--- src/rtl/uart_pkg.sv ---
// Shared UART definitions: transmit FSM states, line idle level, parity selects
// and the parity helper reused by the receive path.
package uart_pkg;

    typedef enum logic [2:0] {
        IDLE,
        START,
        DATA,
        PARITY,
        STOP
    } uart_tx_state_t;

    localparam logic UART_IDLE_LVL = 1'b1;

    localparam logic UART_PAR_EVEN = 1'b0;
    localparam logic UART_PAR_ODD  = 1'b1;

    // Parity over the already-masked payload; odd=1 inverts the even result.
    function automatic logic uart_parity(input logic [7:0] data, input logic odd);
        return (^data) ^ odd;
    endfunction

endpackage

--- src/rtl/uart_baud_cnt.sv ---
// Clocks-per-bit divider: counts 0..CLKS_PER_BIT-1 while run is high and flags
// the last cycle of each serial bit (bit_tick) and the cycle before it (pre_tick).
module uart_baud_cnt #(
    parameter int CLKS_PER_BIT = 16
) (
    input  logic ck,
    input  logic clr,
    input  logic run,
    output logic bit_tick,
    output logic pre_tick
);

    localparam int CNT_W = (CLKS_PER_BIT > 1) ? $clog2(CLKS_PER_BIT) : 1;
    localparam logic [CNT_W-1:0] LAST = CNT_W'(CLKS_PER_BIT - 1);
    localparam logic [CNT_W-1:0] PRE  = CNT_W'(CLKS_PER_BIT - 2);

    logic [CNT_W-1:0] cnt;

    // pre_tick lets the owner register outputs that must line up with bit_tick.
    assign pre_tick = run && (cnt == PRE);

    always_ff @(posedge ck) begin
        if (!clr) begin
            cnt      <= '0;
            bit_tick <= 1'b0;
        end else if (!run) begin
            cnt      <= '0;
            bit_tick <= 1'b0;
        end else begin
            bit_tick <= pre_tick;
            cnt      <= (cnt == LAST) ? '0 : cnt + 1'b1;
        end
    end

endmodule

--- src/rtl/uart_tx_ser.sv ---
// Asynchronous serial transmitter: start bit, LSB-first payload, optional parity,
// 1 or 2 stop bits, with back-to-back frames accepted in the tx_done cycle.
module uart_tx_ser
    import uart_pkg::*;
#(
    parameter int CLKS_PER_BIT = 16,
    parameter int DATA_BITS    = 8,
    parameter int PARITY_EN    = 0,
    parameter int PARITY_ODD   = 0,
    parameter int STOP_BITS    = 1
) (
    input  logic       ck,
    input  logic       clr,
    input  logic [7:0] tx_data,
    input  logic       tx_valid,
    output logic       tx_ready,
    output logic       txd,
    output logic       busy,
    output logic       tx_done
);

    localparam logic [7:0] DATA_MASK = 8'hFF >> (8 - DATA_BITS);
    localparam logic [2:0] LAST_BIT  = 3'(DATA_BITS - 1);
    localparam logic       LAST_STOP = 1'(STOP_BITS - 1);

    uart_tx_state_t state;
    logic [7:0]     shreg;
    logic [2:0]     bitcnt;
    logic           stopcnt;
    logic           par;
    logic           bit_tick;
    logic           pre_tick;
    logic           run;
    logic           load;
    logic [7:0]     load_data;
    logic           load_par;
    logic           last_stop;

    assign run       = (state != IDLE);
    assign load      = tx_valid && tx_ready;
    assign load_data = tx_data & DATA_MASK;
    assign load_par  = uart_parity(load_data, 1'(PARITY_ODD));
    assign last_stop = (stopcnt == LAST_STOP);

    uart_baud_cnt #(
        .CLKS_PER_BIT(CLKS_PER_BIT)
    ) u_baud (
        .ck      (ck),
        .clr     (clr),
        .run     (run),
        .bit_tick(bit_tick),
        .pre_tick(pre_tick)
    );

    // The end-of-frame outputs are set one cycle early so tx_ready is already high
    // during the final stop cycle, letting the next frame start with no idle gap.
    always_ff @(posedge ck) begin
        if (!clr) begin
            state    <= IDLE;
            shreg    <= '0;
            bitcnt   <= '0;
            stopcnt  <= 1'b0;
            par      <= 1'b0;
            txd      <= UART_IDLE_LVL;
            tx_ready <= 1'b1;
            busy     <= 1'b0;
            tx_done  <= 1'b0;
        end else begin
            tx_done <= 1'b0;
            case (state)
                IDLE: begin
                    if (load) begin
                        state    <= START;
                        shreg    <= load_data;
                        par      <= load_par;
                        bitcnt   <= '0;
                        stopcnt  <= 1'b0;
                        txd      <= 1'b0;
                        tx_ready <= 1'b0;
                        busy     <= 1'b1;
                    end
                end
                START: begin
                    if (bit_tick) begin
                        state <= DATA;
                        txd   <= shreg[0];
                    end
                end
                DATA: begin
                    if (bit_tick) begin
                        if (bitcnt == LAST_BIT) begin
                            if (PARITY_EN != 0) begin
                                state <= PARITY;
                                txd   <= par;
                            end else begin
                                state <= STOP;
                                txd   <= UART_IDLE_LVL;
                            end
                        end else begin
                            shreg  <= shreg >> 1;
                            txd    <= shreg[1];
                            bitcnt <= bitcnt + 1'b1;
                        end
                    end
                end
                PARITY: begin
                    if (bit_tick) begin
                        state <= STOP;
                        txd   <= UART_IDLE_LVL;
                    end
                end
                STOP: begin
                    if (pre_tick && last_stop) begin
                        tx_done  <= 1'b1;
                        tx_ready <= 1'b1;
                        busy     <= 1'b0;
                    end
                    if (bit_tick) begin
                        if (!last_stop) begin
                            stopcnt <= 1'b1;
                        end else if (load) begin
                            state    <= START;
                            shreg    <= load_data;
                            par      <= load_par;
                            bitcnt   <= '0;
                            stopcnt  <= 1'b0;
                            txd      <= 1'b0;
                            tx_ready <= 1'b0;
                            busy     <= 1'b1;
                        end else begin
                            state <= IDLE;
                            txd   <= UART_IDLE_LVL;
                        end
                    end
                end
                default: begin
                    state    <= IDLE;
                    txd      <= UART_IDLE_LVL;
                    tx_ready <= 1'b1;
                    busy     <= 1'b0;
                end
            endcase
        end
    end

endmodule

--- config.mk ---
export PLATFORM = sky130hd
export DESIGN_NAME = uart_tx_ser
export DESIGN_NICKNAME = d
export VERILOG_FILES = /design/src/rtl/uart_pkg.sv /design/src/rtl/uart_baud_cnt.sv /design/src/rtl/uart_tx_ser.sv
export SDC_FILE = /design/constraint.sdc
export NUM_CORES = 1
export LEC_CHECK = 0
export ABC_AREA = 1
export BUFFER_PORTS_ARGS = -buffer_cell sky130_fd_sc_hd__buf_4
export CAP_MARGIN = 10
export CORE_UTILIZATION = 60
export DETAILED_ROUTE_END_ITERATION = 10
export GPL_TIMING_DRIVEN = 0
export HOLD_SLACK_MARGIN = 0.12
export MAX_ROUTING_LAYER = met4
export PLACE_DENSITY = 0.82
export SYNTH_ARGS = -nofsm -noshare
export SYNTH_HDL_FRONTEND = slang
export SYNTH_SLANG_ARGS = --single-unit
--- constraint.sdc ---
create_clock -name ck -period 2.33 [get_ports ck]
set_clock_uncertainty 0.2 [all_clocks]
set_input_delay 0.466 -clock ck [delete_from_list [all_inputs] [get_ports ck]]
set_output_delay 0.466 -clock ck [all_outputs]
set_load 0.005 [all_outputs]
==> metrics.txt, run 1 <==
# TYPE chip_impl_metric gauge
chip_impl_metric{name="areaGrowthSynthToFinish",unit="%"} 14.13
chip_impl_metric{name="wl_per_cell",unit="um"} 10.35
chip_impl_metric{name="floorplan.initialDensity",unit="%"} 65.74
chip_impl_metric{name="power_leakage",unit="nW"} 0.6405
chip_impl_metric{name="ant_nets",unit=""} 0
chip_impl_metric{name="timing.critical_path.buf_inv",unit=""} 3
chip_impl_metric{name="fin_hold_ws",unit="ns"} 0.1909
chip_impl_metric{name="die-area",unit="um2"} 2113
chip_impl_metric{name="worst_ir_drop_vdd",unit="mV"} 0.6818
chip_impl_info{name="hold_path_end",value="shreg[7]"} 1
chip_impl_metric{name="r2r_cells",unit=""} 9
chip_impl_info{name="netlist_top_cells_area",value="sky130_fd_sc_hd__dfxtp_1 (40%), sky130_fd_sc_hd__nand2_1 (15%), sky130_fd_sc_hd__nor2_1 (11%)"} 1
chip_impl_metric{name="clkTransAtPathRegs",unit="ns"} 0.12
chip_impl_metric{name="synth-seq-area-share",unit="%"} 39.70
chip_impl_info{name="type_of_the_worst_setup_path",value="flop to flop"} 1
chip_impl_info{name="crit-reg2reg-launch",value="bitcnt[0]"} 1
chip_impl_metric{name="fillerInstances",unit=""} 154
chip_impl_metric{name="maxCapViolations",unit=""} 0
chip_impl_metric{name="track_usage",unit="%"} 24.64
chip_impl_metric{name="grt_pass1_wl",unit="mm"} 3.670
chip_impl_metric{name="antenna-diode-count",unit=""} 0
chip_impl_info{name="timing.hold.worst.class",value="input port to flop"} 1
chip_impl_metric{name="rd_place_congestion",unit=""} 0.8594
chip_impl_info{name="cts_tree",value="built"} 1
chip_impl_info{name="unrepaired_setup_endpoints_after_global_routing",value="false"} 1
chip_impl_metric{name="drt_first_pass_iters",unit=""} 4
chip_impl_info{name="cpLargestDelayFamily",value="adder cells"} 1
chip_impl_metric{name="cts_buf_count",unit=""} 3
chip_impl_info{name="launching_element_type_of_the_critical_path",value="flop"} 1
chip_impl_metric{name="synth_seq_cells",unit=""} 23
chip_impl_metric{name="design.final.nets",unit=""} 204
chip_impl_metric{name="via_count_of_the_first_global_routing_pass",unit=""} 963
chip_impl_metric{name="finalSetupViolations",unit=""} 0
chip_impl_metric{name="finalHoldViolations",unit=""} 0
chip_impl_info{name="crit_path_end_kind",value="flop"} 1
chip_impl_metric{name="cts_sinks",unit=""} 23
chip_impl_metric{name="rows",unit=""} 15
chip_impl_metric{name="post_route_cells_drive_above_1_share",unit="%"} 17.02
chip_impl_metric{name="dpl-instance-area",unit="um2"} 1296
chip_impl_info{name="worstPathCellList",value="ha_1, ha_1, inv_1, nand3_1, nand2_2, inv_2, buf_4, a21oi_1, nor2_1"} 1
chip_impl_info{name="ctsRootBufferMaster",value="sky130_fd_sc_hd__clkbuf_4"} 1
chip_impl_info{name="netlist.top_cell.by_area",value="sky130_fd_sc_hd__dfxtp_1"} 1
chip_impl_metric{name="worstSkewPairLatency",unit="ns"} 0.31
chip_impl_metric{name="netlist-cell-type-count",unit=""} 23
chip_impl_metric{name="routed-via-count",unit=""} 1093
chip_impl_metric{name="ff2ff_setup_slack",unit="ns"} 0.68
chip_impl_metric{name="grt_overflow_total",unit=""} 0
chip_impl_metric{name="cellPowerDensity",unit="nW/um2"} 977.6
chip_impl_metric{name="design.core.area",unit="um2"} 1764
chip_impl_metric{name="vias_per_cell",unit=""} 5.131
chip_impl_metric{name="layout.cell_area.non_filler",unit="um2"} 1324
chip_impl_metric{name="final_core_utilization",unit="%"} 75.04
chip_impl_info{name="crit-reg2reg-capture",value="shreg[7]"} 1
chip_impl_metric{name="hpwlAfterDp",unit="mm"} 1.686
chip_impl_metric{name="finalCriticalPeriod",unit="ns"} 1.655
chip_impl_metric{name="clock.fmax",unit="MHz"} 604.3
chip_impl_metric{name="route.final.wire_length",unit="mm"} 2.204
chip_impl_metric{name="floorplan.io_pins",unit=""} 15
chip_impl_metric{name="cts_setup_buffers",unit=""} 0
chip_impl_metric{name="synth_nets",unit=""} 185
chip_impl_metric{name="postCtsHoldBufs",unit=""} 0
chip_impl_metric{name="final.period_utilization",unit="%"} 71.02
chip_impl_metric{name="report.final.slew_viol_count",unit=""} 0
chip_impl_metric{name="vertical_extent_of_the_die",unit="um"} 45.97
chip_impl_metric{name="h-tree-depth",unit=""} 1
chip_impl_metric{name="port_buffers",unit=""} 14
chip_impl_metric{name="crit_arrival",unit="ns"} 1.67
chip_impl_info{name="crit_path_top_delay_cell",value="sky130_fd_sc_hd__dfxtp_1"} 1
chip_impl_metric{name="critical_path.max_stage_delay",unit="ns"} 0.35
chip_impl_metric{name="floorplan.die.width",unit="um"} 45.97
chip_impl_metric{name="grt_antenna_before_repair",unit=""} 0
chip_impl_metric{name="largest_net_degree_at_the_start_of_global_routing",unit=""} 14
chip_impl_metric{name="tns",unit="ns"} 0
chip_impl_metric{name="detail_route.iter0.violations",unit=""} 17
chip_impl_metric{name="syn-cell-area",unit="um2"} 1160
chip_impl_metric{name="syn-instance-count",unit=""} 170
chip_impl_metric{name="slew_of_the_pin_with_the_lowest_slew_margin",unit="ns"} 0.4413
chip_impl_info{name="critical_path.most_common_cell",value="sky130_fd_sc_hd__ha_1"} 1
chip_impl_metric{name="syn_avg_cell_area",unit="um2"} 6.823
chip_impl_metric{name="crit_path_max_fanout",unit=""} 10
chip_impl_metric{name="timing.hold.worst_path_depth",unit=""} 3
chip_impl_info{name="hp-start",value="tx_data[7]"} 1
chip_impl_metric{name="clk_path_buf_depth",unit=""} 2
chip_impl_metric{name="cts.repair.resized",unit=""} 0
chip_impl_metric{name="synth_top_area_share",unit="%"} 39.70
chip_impl_info{name="run_status",value="completed"} 1
chip_impl_metric{name="required",unit="ns"} 2.35
chip_impl_metric{name="synth_warnings",unit=""} 0
chip_impl_metric{name="final_routed_drc_violation_total",unit=""} 0
chip_impl_metric{name="slew_headroom",unit="%"} 70.58
worst max-delay path by stage:
stage	from	cells after the start	slack (ns)	end
5_1_grt	bitcnt[0]	9	0.54	shreg[7]
3_3_place_gp	bitcnt[0]	9	0.71	bitcnt[1]
6_report	bitcnt[0]	9	0.68	shreg[7]
2_1_floorplan	bitcnt[0]	9	0.80	shreg[7]
4_1_cts	bitcnt[0]	9	0.65	shreg[7]
3_5_place_dp	bitcnt[0]	9	0.67	shreg[7]
registers in the layout, summed over array words and instances (netlist names):
name and flops:
bitcnt 3, busy 1, shreg 8, state 3, tx_done 1, tx_ready 1
txd 1, u_baud.bit_tick 1, u_baud.cnt 4
report_power, final:
group | total [mW] | internal [mW] | switching, mW
Combinational | 0.540 | 0.216 | 0.324
Clock | 0.183 | 0.0642 | 0.118
Sequential | 0.571 | 0.497 | 0.0746
Total | 1.29 | 0.777 | 0.517
area by class of cell:
class | count | area, um2 | area share (%)
Multi-Input combinational cell | 129 | 618.1 | 46.69
Sequential cell | 23 | 460.4 | 34.78
Timing Repair Buffer | 14 | 105.1 | 7.940
Inverter | 12 | 47.55 | 3.592
Buffer | 6 | 33.78 | 2.552
Tap cell | 25 | 31.28 | 2.363
Clock buffer | 3 | 22.52 | 1.701
Clock inverter | 1 | 5.005 | 0.3781
per-stage QoR:
stage | worst slack (ns) | total power, mW | instances
3_3_place_gp | 0.7118 | 1.095 | 209
4_1_cts | 0.6455 | 1.300 | 213
6_report | 0.6752 | 1.294 | 213
2_1_floorplan | 0.7957 | 0.9818 | 170
5_1_grt | 0.5398 | 1.414 | 213
3_5_place_dp | 0.6737 | 1.120 | 209
worst register-to-register path: cells and delay by family (launching register included):
kind / cells / cell delay (ns)
adders and majority gates: 2 / 0.39
DFF: 1 / 0.35
buffers and inverters: 3 / 0.27
and+or+nand+nor: 3 / 0.24
AOI/OAI and AO/OA: 1 / 0.12
routing by layer:
layer | global-route usage [%] | part of all wire [%] | vias up
met2 | 44.23 | 51 | 14
met5 | - | 0 | -
li1 | - | - | 577
met4 | 8.824 | 1.1 | 0
met3 | 3.571 | 2.5 | 2
met1 | 27.18 | 46 | 500
cell usage in the layout, fill, tap and decap left out:
cell type / instances
sky130_fd_sc_hd__a21oi_1: 7
sky130_fd_sc_hd__a31o_2: 1
sky130_fd_sc_hd__buf_2: 3
sky130_fd_sc_hd__buf_4: 16
sky130_fd_sc_hd__clkbuf_1: 1
sky130_fd_sc_hd__clkbuf_4: 3
sky130_fd_sc_hd__clkinv_2: 1
sky130_fd_sc_hd__dfxtp_1: 23
sky130_fd_sc_hd__ha_1: 4
sky130_fd_sc_hd__inv_1: 9
sky130_fd_sc_hd__inv_2: 2
sky130_fd_sc_hd__inv_4: 1
sky130_fd_sc_hd__nand2_1: 45
sky130_fd_sc_hd__nand2_2: 1
sky130_fd_sc_hd__nand3_1: 13
sky130_fd_sc_hd__nand4_1: 1
sky130_fd_sc_hd__nor2_1: 34
sky130_fd_sc_hd__nor2_4: 3
sky130_fd_sc_hd__nor3_2: 1
sky130_fd_sc_hd__nor4_1: 1
sky130_fd_sc_hd__o21ai_0: 13
sky130_fd_sc_hd__o21ai_1: 2
sky130_fd_sc_hd__o21bai_1: 1
sky130_fd_sc_hd__xnor2_1: 1
sky130_fd_sc_hd__xor2_1: 1
Yosys cell counts (all sizes together):
master and count:
dfxtp 23, clkbuf 1, a21oi 7, xor2 1
nor4 1, nand4 1, nor3 1, nand3 13
a31o 1, ha 4, nor2 37, xnor2 1
o21ai 15, inv 12, buf 5, o21bai 1
nand2 46
cells by family after synthesis:
| kind of cell | share of synthesized area, % |
|---|---|
| AND/OR/NAND/NOR | 36.57 |
| AO/OA/AOI/OAI | 10.90 |
| flip-flops | 39.70 |
| buffers and inverters | 7.011 |
| adder cells (fa/ha/maj) | 4.315 |
| XOR/XNOR | 1.511 |
No activity file was read; power rests on OpenSTA's default activity.
==> run 2: changes to the inputs <==
CORE_UTILIZATION = 55   (was 60)
PLACE_DENSITY = 0.76   (was 0.82)
clock period = 1.68 ns   (was 2.33 ns; I/O delays follow)
==> run 2 against run 1 <==
Compared with the run above: count of clock-buffer cells in the layout increased by 1; die area increased by 8.7%; power increased by 49%; utilization decreased by 4.0 points; worst hold slack got worse by 0.052 ns; critical path depth unchanged; via count increased by 2.5%; register-to-register slack got worse by 0.60 ns; non-clock buffer count increased by 5; cell count increased by 3.3%.
==> metrics.txt, run 2 (same netlist as run 1, synthesis figures left out) <==
# TYPE chip_impl_metric gauge
chip_impl_info{name="cts_tree",value="built"} 1
chip_impl_metric{name="grt_overflow_total",unit=""} 0
chip_impl_info{name="crit_path_top_delay_cell",value="sky130_fd_sc_hd__dfxtp_2"} 1
chip_impl_metric{name="crit_arrival",unit="ns"} 1.63
chip_impl_info{name="layout_top_registers",value="shreg: 8 flops, u_baud.cnt: 4 flops"} 1
chip_impl_metric{name="hpwlAfterDp",unit="mm"} 1.820
chip_impl_metric{name="critical_path.max_stage_delay",unit="ns"} 0.34
chip_impl_metric{name="cts_buf_count",unit=""} 3
chip_impl_metric{name="largest_register_ffs",unit=""} 8
chip_impl_metric{name="final_routed_drc_violation_total",unit=""} 0
chip_impl_metric{name="crit_path_max_fanout",unit=""} 10
chip_impl_metric{name="wl_per_cell",unit="um"} 11.75
chip_impl_metric{name="required",unit="ns"} 1.70
chip_impl_metric{name="finalCriticalPeriod",unit="ns"} 1.608
chip_impl_metric{name="rows",unit=""} 16
chip_impl_metric{name="vias_per_cell",unit=""} 5.091
chip_impl_metric{name="worst_ir_drop_vdd",unit="mV"} 0.7476
chip_impl_metric{name="clk_path_buf_depth",unit=""} 2
chip_impl_metric{name="post_route_cells_drive_above_1_share",unit="%"} 24.87
chip_impl_info{name="critical_path.most_common_cell",value="sky130_fd_sc_hd__inv_2"} 1
chip_impl_metric{name="grt_antenna_before_repair",unit=""} 0
chip_impl_info{name="ctsRootBufferMaster",value="sky130_fd_sc_hd__clkbuf_4"} 1
chip_impl_metric{name="rd_place_congestion",unit=""} 0.8768
chip_impl_metric{name="design.final.nets",unit=""} 209
chip_impl_metric{name="worstSkewPairLatency",unit="ns"} 0.32
chip_impl_info{name="commonest_non_fill_non_tap_cells_in_the_layout",value="sky130_fd_sc_hd__nand2_1 (45), sky130_fd_sc_hd__nor2_1 (28), sky130_fd_sc_hd__dfxtp_1 (20), sky130_fd_sc_hd__buf_4 (17), sky130_fd_sc_hd__nand3_1 (13)"} 1
chip_impl_metric{name="routed-via-count",unit=""} 1120
chip_impl_info{name="layout.cells.most_common",value="sky130_fd_sc_hd__nand2_1"} 1
chip_impl_metric{name="finalPower",unit="mW"} 1.935
chip_impl_metric{name="largest_net_degree_at_the_start_of_global_routing",unit=""} 13
chip_impl_metric{name="detail_route.iter0.violations",unit=""} 20
chip_impl_metric{name="h-tree-depth",unit=""} 1
chip_impl_metric{name="slew_headroom",unit="%"} 80.23
chip_impl_metric{name="ant_nets",unit=""} 0
chip_impl_metric{name="final_core_utilization",unit="%"} 71.02
chip_impl_metric{name="floorplan.initialDensity",unit="%"} 58.52
chip_impl_metric{name="finalHoldViolations",unit=""} 0
chip_impl_info{name="run_status",value="completed"} 1
chip_impl_metric{name="grt_pass1_wl",unit="mm"} 3.760
chip_impl_metric{name="final_cell_count_no_fill",unit=""} 220
chip_impl_info{name="launching_element_type_of_the_critical_path",value="flop"} 1
chip_impl_metric{name="design.core.area",unit="um2"} 1982
chip_impl_metric{name="route.final.wire_length",unit="mm"} 2.585
chip_impl_metric{name="fillerInstances",unit=""} 173
chip_impl_metric{name="track_usage",unit="%"} 24.76
chip_impl_metric{name="finalSetupViolations",unit=""} 0
chip_impl_info{name="max_flop_register",value="shreg"} 1
chip_impl_metric{name="port_buffers",unit=""} 14
chip_impl_metric{name="power_leakage",unit="nW"} 0.6643
chip_impl_metric{name="areaGrowthSynthToFinish",unit="%"} 21.36
chip_impl_metric{name="cellPowerDensity",unit="nW/um2"} 1374
chip_impl_metric{name="antenna-diode-count",unit=""} 0
chip_impl_metric{name="die-area",unit="um2"} 2296
chip_impl_info{name="type_of_the_worst_setup_path",value="flop to flop"} 1
chip_impl_metric{name="final.period_utilization",unit="%"} 95.71
chip_impl_metric{name="slew_of_the_pin_with_the_lowest_slew_margin",unit="ns"} 0.2934
chip_impl_metric{name="fin_hold_ws",unit="ns"} 0.1389
chip_impl_info{name="timing.hold.worst.class",value="input port to flop"} 1
chip_impl_metric{name="clkTransAtPathRegs",unit="ns"} 0.13
chip_impl_info{name="crit_path_end_kind",value="flop"} 1
chip_impl_info{name="worstPathCellList",value="ha_1, ha_2, inv_2, nand3_1, nand2_2, inv_2, buf_6, a21oi_2, nor2_1"} 1
chip_impl_metric{name="vertical_extent_of_the_die",unit="um"} 47.92
chip_impl_metric{name="placedCellCount",unit=""} 211
chip_impl_metric{name="maxCapViolations",unit=""} 0
chip_impl_metric{name="cts_sinks",unit=""} 23
chip_impl_metric{name="report.final.slew_viol_count",unit=""} 0
chip_impl_metric{name="clock.fmax",unit="MHz"} 621.9
chip_impl_metric{name="drt_first_pass_iters",unit=""} 6
chip_impl_metric{name="via_count_of_the_first_global_routing_pass",unit=""} 914
chip_impl_metric{name="floorplan.io_pins",unit=""} 15
chip_impl_metric{name="floorplan.die.width",unit="um"} 47.92
[run 2: cell count changes in the layout (fill, tap and decap cells not counted), moves of 2 or more]
cell and change:
sky130_fd_sc_hd__nor2_2 +6, sky130_fd_sc_hd__buf_6 +2, sky130_fd_sc_hd__nor2_1 -6, sky130_fd_sc_hd__dlygate4sd3_1 +2
sky130_fd_sc_hd__dfxtp_2 +3, sky130_fd_sc_hd__a21oi_2 +2, sky130_fd_sc_hd__dfxtp_1 -3, sky130_fd_sc_hd__a21oi_1 -2
[run 2: worst max-delay path: cells and delay by family (launching register included)]
kind	cells	cell delay (ns)
AOI/OAI and AO/OA	1	0.11
and+or+nand+nor	3	0.23
DFF	1	0.34
adders and majority gates	2	0.37
buffers and inverters	3	0.25
[run 2: power by group]
group | internal [mW] | switching (mW) | leakage [nW]
Sequential | 0.694 | 0.108 | 0.190
Clock | 0.0929 | 0.170 | 0.0150
Combinational | 0.362 | 0.507 | 0.459
Total | 1.15 | 0.786 | 0.664
[run 2: area by class of cell]
cell class / instances / area, um2 / area share, %
well taps: 27 / 33.78 / 2.400
repair buffers: 19 / 147.6 / 10.49
flip-flops and latches: 23 / 464.2 / 32.98
multi-input cells: 129 / 643.1 / 45.69
inverters: 12 / 47.55 / 3.378
clock buffers: 4 / 26.28 / 1.867
plain buffers: 6 / 45.04 / 3.200
[run 2: per-stage QoR]
step,TNS (ns),instance area (um2),setup WS [ns]
after global placement,0,1299,0.05466
after global routing,-0.01249,1408,-0.01099
after floorplan,0,1160,0.1457
after detailed placement,0,1299,0.02404
final,0,1408,0.07213
after CTS,0,1361,0.002189
[run 2: routing by layer]
| layer | GRT usage, % | vias up | share of wire [%] |
|---|---|---|---|
| met2 | 41.35 | 27 | 50 |
| li1 | - | 591 | - |
| met4 | 10.56 | 0 | 1.5 |
| met1 | 28.34 | 497 | 46 |
| met3 | 5.283 | 5 | 3.1 |
| met5 | - | - | 0 |
[run 2: timing repair]
item / 4_1_cts / 5_1_grt
hold endpoints to repair: 5 / 0
resized for setup: 1 / 18
pin swaps: 1 / 1
endpoints found under the setup margin: 1 / 12
setup buffers: 2 / 1
hold buffers: 2 / 0
[run 2: final timing paths]
kind                               startpoint            end  slack [ns]  cells after the start
worst max-delay path                bitcnt[0]      bitcnt[1]        0.07                      9
worst min-delay path               tx_data[6]       shreg[6]        0.14                      5
worst max register to register      bitcnt[0]      bitcnt[1]        0.07                      9
worst min register to register  u_baud.cnt[0]  u_baud.cnt[0]        0.28                      1
==> run 3: changes to the inputs <==
CORE_UTILIZATION = 56   (was 55)
PLACE_DENSITY = 0.77   (was 0.76)
SYNTH_HIERARCHICAL = 1   (was not set)
==> run 3 against run 2 <==
Compared with the run above: first-iteration DRC count is 30% higher; largest power group unchanged; sequential power is 8.6% higher; die area grew 1.4%; global-route usage shrank 3.2 points; largest cell class unchanged; utilization increased by 0.76 points.
==> metrics.txt, run 3 <==
# TYPE chip_impl_metric gauge
chip_impl_info{name="run_status",value="completed"} 1
chip_impl_metric{name="maxCapViolations",unit=""} 0
chip_impl_info{name="type_of_the_worst_setup_path",value="flop to flop"} 1
chip_impl_info{name="crit_path_top_delay_cell",value="sky130_fd_sc_hd__dfxtp_2"} 1
chip_impl_metric{name="syn-cell-area",unit="um2"} 1199
chip_impl_metric{name="detail_route.iter0.violations",unit=""} 26
chip_impl_metric{name="r2r_cells",unit=""} 8
chip_impl_info{name="worstPathCellList",value="ha_1, ha_1, inv_2, nand3_4, nand2_4, buf_2, o21ai_1, nor2_1"} 1
chip_impl_metric{name="floorplan.io_pins",unit=""} 15
chip_impl_metric{name="design.final.nets",unit=""} 212
chip_impl_info{name="timing.hold.worst.class",value="input port to flop"} 1
chip_impl_metric{name="floorplan.die.width",unit="um"} 48.27
chip_impl_info{name="crit-reg2reg-launch",value="bitcnt[0]"} 1
chip_impl_info{name="synthTopCellsByCount",value="sky130_fd_sc_hd__nand2_1 (42), sky130_fd_sc_hd__nor2_1 (37), sky130_fd_sc_hd__dfxtp_1 (23)"} 1
chip_impl_metric{name="grt_overflow_total",unit=""} 0
chip_impl_metric{name="synth_nets",unit=""} 189
chip_impl_metric{name="ff2ff_setup_slack",unit="ns"} 0.05
chip_impl_metric{name="post_route_cells_drive_above_1_share",unit="%"} 22.96
chip_impl_info{name="ctsRootBufferMaster",value="sky130_fd_sc_hd__clkbuf_4"} 1
chip_impl_metric{name="internal_power",unit="mW"} 1.343
chip_impl_metric{name="count_of_flip_flops_with_a_built_in_enable_after_synthesis",unit=""} 0
chip_impl_metric{name="power.combinational.fraction",unit="%"} 54.0
chip_impl_info{name="launching_element_type_of_the_critical_path",value="flop"} 1
chip_impl_metric{name="synth_top_area_share",unit="%"} 38.41
chip_impl_metric{name="synth-seq-area-share",unit="%"} 38.41
chip_impl_metric{name="finalSetupViolations",unit=""} 0
chip_impl_metric{name="ant_nets",unit=""} 0
chip_impl_metric{name="crit_path_max_fanout",unit=""} 5
chip_impl_metric{name="power.share.clock",unit="%"} 10.4
chip_impl_metric{name="worstSkewPairLatency",unit="ns"} 0.31
chip_impl_metric{name="die-area",unit="um2"} 2330
chip_impl_metric{name="syn-instance-count",unit=""} 174
chip_impl_metric{name="largest_register_ffs",unit=""} 8
chip_impl_metric{name="clock.fmax",unit="MHz"} 614.7
chip_impl_metric{name="required",unit="ns"} 1.74
chip_impl_metric{name="final.period_utilization",unit="%"} 96.84
chip_impl_metric{name="seqPwrFrac",unit="%"} 35.6
chip_impl_metric{name="grt_pass1_wl",unit="mm"} 3.374
chip_impl_metric{name="synth_seq_cells",unit=""} 23
chip_impl_metric{name="vertical_extent_of_the_die",unit="um"} 48.27
chip_impl_metric{name="ys_async_sr_fraction",unit="%"} 0
chip_impl_metric{name="tns",unit="ns"} 0
chip_impl_metric{name="grt_antenna_before_repair",unit=""} 0
chip_impl_info{name="endpoint",value="bitcnt[1]"} 1
chip_impl_metric{name="finalCriticalPeriod",unit="ns"} 1.627
chip_impl_metric{name="report.final.slew_viol_count",unit=""} 0
chip_impl_metric{name="final_routed_drc_violation_total",unit=""} 0
chip_impl_metric{name="vias_per_cell",unit=""} 4.978
chip_impl_metric{name="netlist-cell-type-count",unit=""} 27
chip_impl_metric{name="synth_warnings",unit=""} 6
chip_impl_metric{name="syn_avg_cell_area",unit="um2"} 6.889
chip_impl_info{name="crit_path_end_kind",value="flop"} 1
chip_impl_metric{name="critical_path.max_stage_delay",unit="ns"} 0.35
chip_impl_metric{name="hpwlAfterDp",unit="mm"} 1.613
chip_impl_metric{name="slew_headroom",unit="%"} 69.53
chip_impl_metric{name="port_buffers",unit=""} 14
chip_impl_info{name="dominant_cell_by_count_in_the_synthesized_netlist",value="sky130_fd_sc_hd__nand2_1"} 1
chip_impl_metric{name="slew_of_the_pin_with_the_lowest_slew_margin",unit="ns"} 0.4571
chip_impl_metric{name="finalHoldViolations",unit=""} 0
chip_impl_metric{name="rd_place_congestion",unit=""} 0.8364
chip_impl_info{name="cts_tree",value="built"} 1
chip_impl_info{name="commonest_non_fill_non_tap_cells_in_the_layout",value="sky130_fd_sc_hd__nand2_1 (39), sky130_fd_sc_hd__nor2_1 (35), sky130_fd_sc_hd__dfxtp_1 (20), sky130_fd_sc_hd__buf_4 (16), sky130_fd_sc_hd__inv_1 (12)"} 1
chip_impl_metric{name="areaGrowthSynthToFinish",unit="%"} 18.68
chip_impl_metric{name="floorplan.initialDensity",unit="%"} 60.48
chip_impl_metric{name="wl_per_cell",unit="um"} 10.27
chip_impl_metric{name="clkTransAtPathRegs",unit="ns"} 0.13
chip_impl_metric{name="clk_path_buf_depth",unit=""} 2
chip_impl_info{name="netlist_top_cells_area",value="sky130_fd_sc_hd__dfxtp_1 (38%), sky130_fd_sc_hd__nand2_1 (13%), sky130_fd_sc_hd__nor2_1 (12%)"} 1
chip_impl_metric{name="track_usage",unit="%"} 21.55
chip_impl_metric{name="crit_arrival",unit="ns"} 1.68
chip_impl_metric{name="cts_sinks",unit=""} 23
chip_impl_metric{name="design.core.area",unit="um2"} 1982
chip_impl_metric{name="power_leakage",unit="nW"} 0.6816
chip_impl_metric{name="worst_ir_drop_vdd",unit="mV"} 0.9649
chip_impl_metric{name="antenna-diode-count",unit=""} 0
chip_impl_metric{name="largest_net_degree_at_the_start_of_global_routing",unit=""} 13
chip_impl_info{name="layout.cells.most_common",value="sky130_fd_sc_hd__nand2_1"} 1
chip_impl_metric{name="rows",unit=""} 16
chip_impl_metric{name="dpl-instance-area",unit="um2"} 1338
chip_impl_info{name="crit-reg2reg-capture",value="bitcnt[1]"} 1
chip_impl_metric{name="layout.cell_area.non_filler",unit="um2"} 1423
chip_impl_metric{name="via_count_of_the_first_global_routing_pass",unit=""} 831
chip_impl_metric{name="power.switching",unit="mW"} 1.104
chip_impl_info{name="synth_ff_type",value="sky130_fd_sc_hd__dfxtp_1"} 1
chip_impl_info{name="critical_path.most_common_cell",value="sky130_fd_sc_hd__ha_1"} 1
chip_impl_info{name="max_flop_register",value="shreg"} 1
chip_impl_metric{name="switching_power_share_of_the_total",unit="%"} 45.12
chip_impl_metric{name="routed-via-count",unit=""} 1110
chip_impl_info{name="crit_start",value="bitcnt[0]"} 1
chip_impl_metric{name="h-tree-depth",unit=""} 1
chip_impl_metric{name="route.final.wire_length",unit="mm"} 2.291
chip_impl_info{name="netlist.top_cell.by_area",value="sky130_fd_sc_hd__dfxtp_1"} 1
chip_impl_metric{name="drt_first_pass_iters",unit=""} 4
chip_impl_metric{name="cts_buf_count",unit=""} 3
chip_impl_metric{name="cellPowerDensity",unit="nW/um2"} 1720
chip_impl_info{name="layout_top_registers",value="shreg: 8 flops, u_baud/cnt: 4 flops"} 1
run 3: changes by cell type after synthesis, sizes merged, moves of 2 or more:
cell   previous run  this run
a22oi             0         3
o21ai            15        18
inv              12        16
buf               5         3
nor2             37        40
a21oi             7         1
run 3: through the flow:
step	instances	util (%)	hold slack (ns)	power, mW	setup slack, ns
floorplan	174	-	0.2407	1.808	0.2109
global placement	215	67.49	0.2572	2.037	0.08861
detailed placement	215	67.49	0.2731	2.083	0.03958
CTS	221	69.82	0.1340	2.344	0.01516
global route	223	71.78	0.1668	2.675	-0.001327
finish	223	71.78	0.1387	2.447	0.05311
run 3: critical path: cells and delay by family (launching register included):
family,cells,cell delay [ns]
flip-flops,1,0.35
adder cells (fa/ha/maj),2,0.38
AND/OR/NAND/NOR,3,0.29
AO/OA/AOI/OAI,1,0.08
buffers and inverters,2,0.26
run 3: cell type report:
| class | count | area (um2) |
|---|---|---|
| multi-input cells | 131 | 670.6 |
| fillers | 163 | 559.3 |
| flip-flops and latches | 23 | 464.2 |
| repair buffers | 18 | 137.6 |
| inverters | 16 | 62.56 |
| well taps | 27 | 33.78 |
| plain buffers | 4 | 27.53 |
| clock buffers | 4 | 26.28 |
run 3: cell families after synthesis:
group | share of synthesized area (%)
xor+xnor | 0.7308
fa+ha+maj | 4.176
flops | 38.41
simple gates | 38.20
buf+inv | 7.516
compound gates | 10.96
run 3: timing repair:
| item | in CTS | in global routing |
|---|---|---|
| hold buffers | 2 | 0 |
| setup buffers | 0 | 1 |
| hold endpoints to repair | 3 | 0 |
| resized for setup | 0 | 11 |
| setup endpoints to repair | 0 | 14 |
run 3: power groups by stage:
stage               Sequential (mW)  Clock, mW  Combinational (mW)
floorplan                     0.853          0               0.954
global placement              0.870          0                1.17
detailed placement            0.877          0                1.21
CTS                           0.865      0.264                1.21
global route                  0.897      0.291                1.49
finish                        0.872      0.254                1.32
run 3: per-layer routing:
metal / wire (um) / global-route usage (%) / vias to the layer above
met2: 1068 / 32.27 / 11
met3: 55 / 4.444 / 2
met1: 1154 / 29.06 / 496
li1: - / - / 601
met5: 0 / - / -
met4: 12 / 6.667 / 0
run 3: worst min path at each step:
stage	start	end	cells after the start
after floorplan	u_baud/cnt[0]	u_baud/cnt[0]	1
after global placement	u_baud/cnt[0]	u_baud/cnt[0]	1
after detailed placement	u_baud/cnt[0]	u_baud/cnt[0]	1
after CTS	tx_data[3]	shreg[3]	5
after global routing	tx_data[3]	shreg[3]	5
final	tx_data[3]	shreg[3]	5
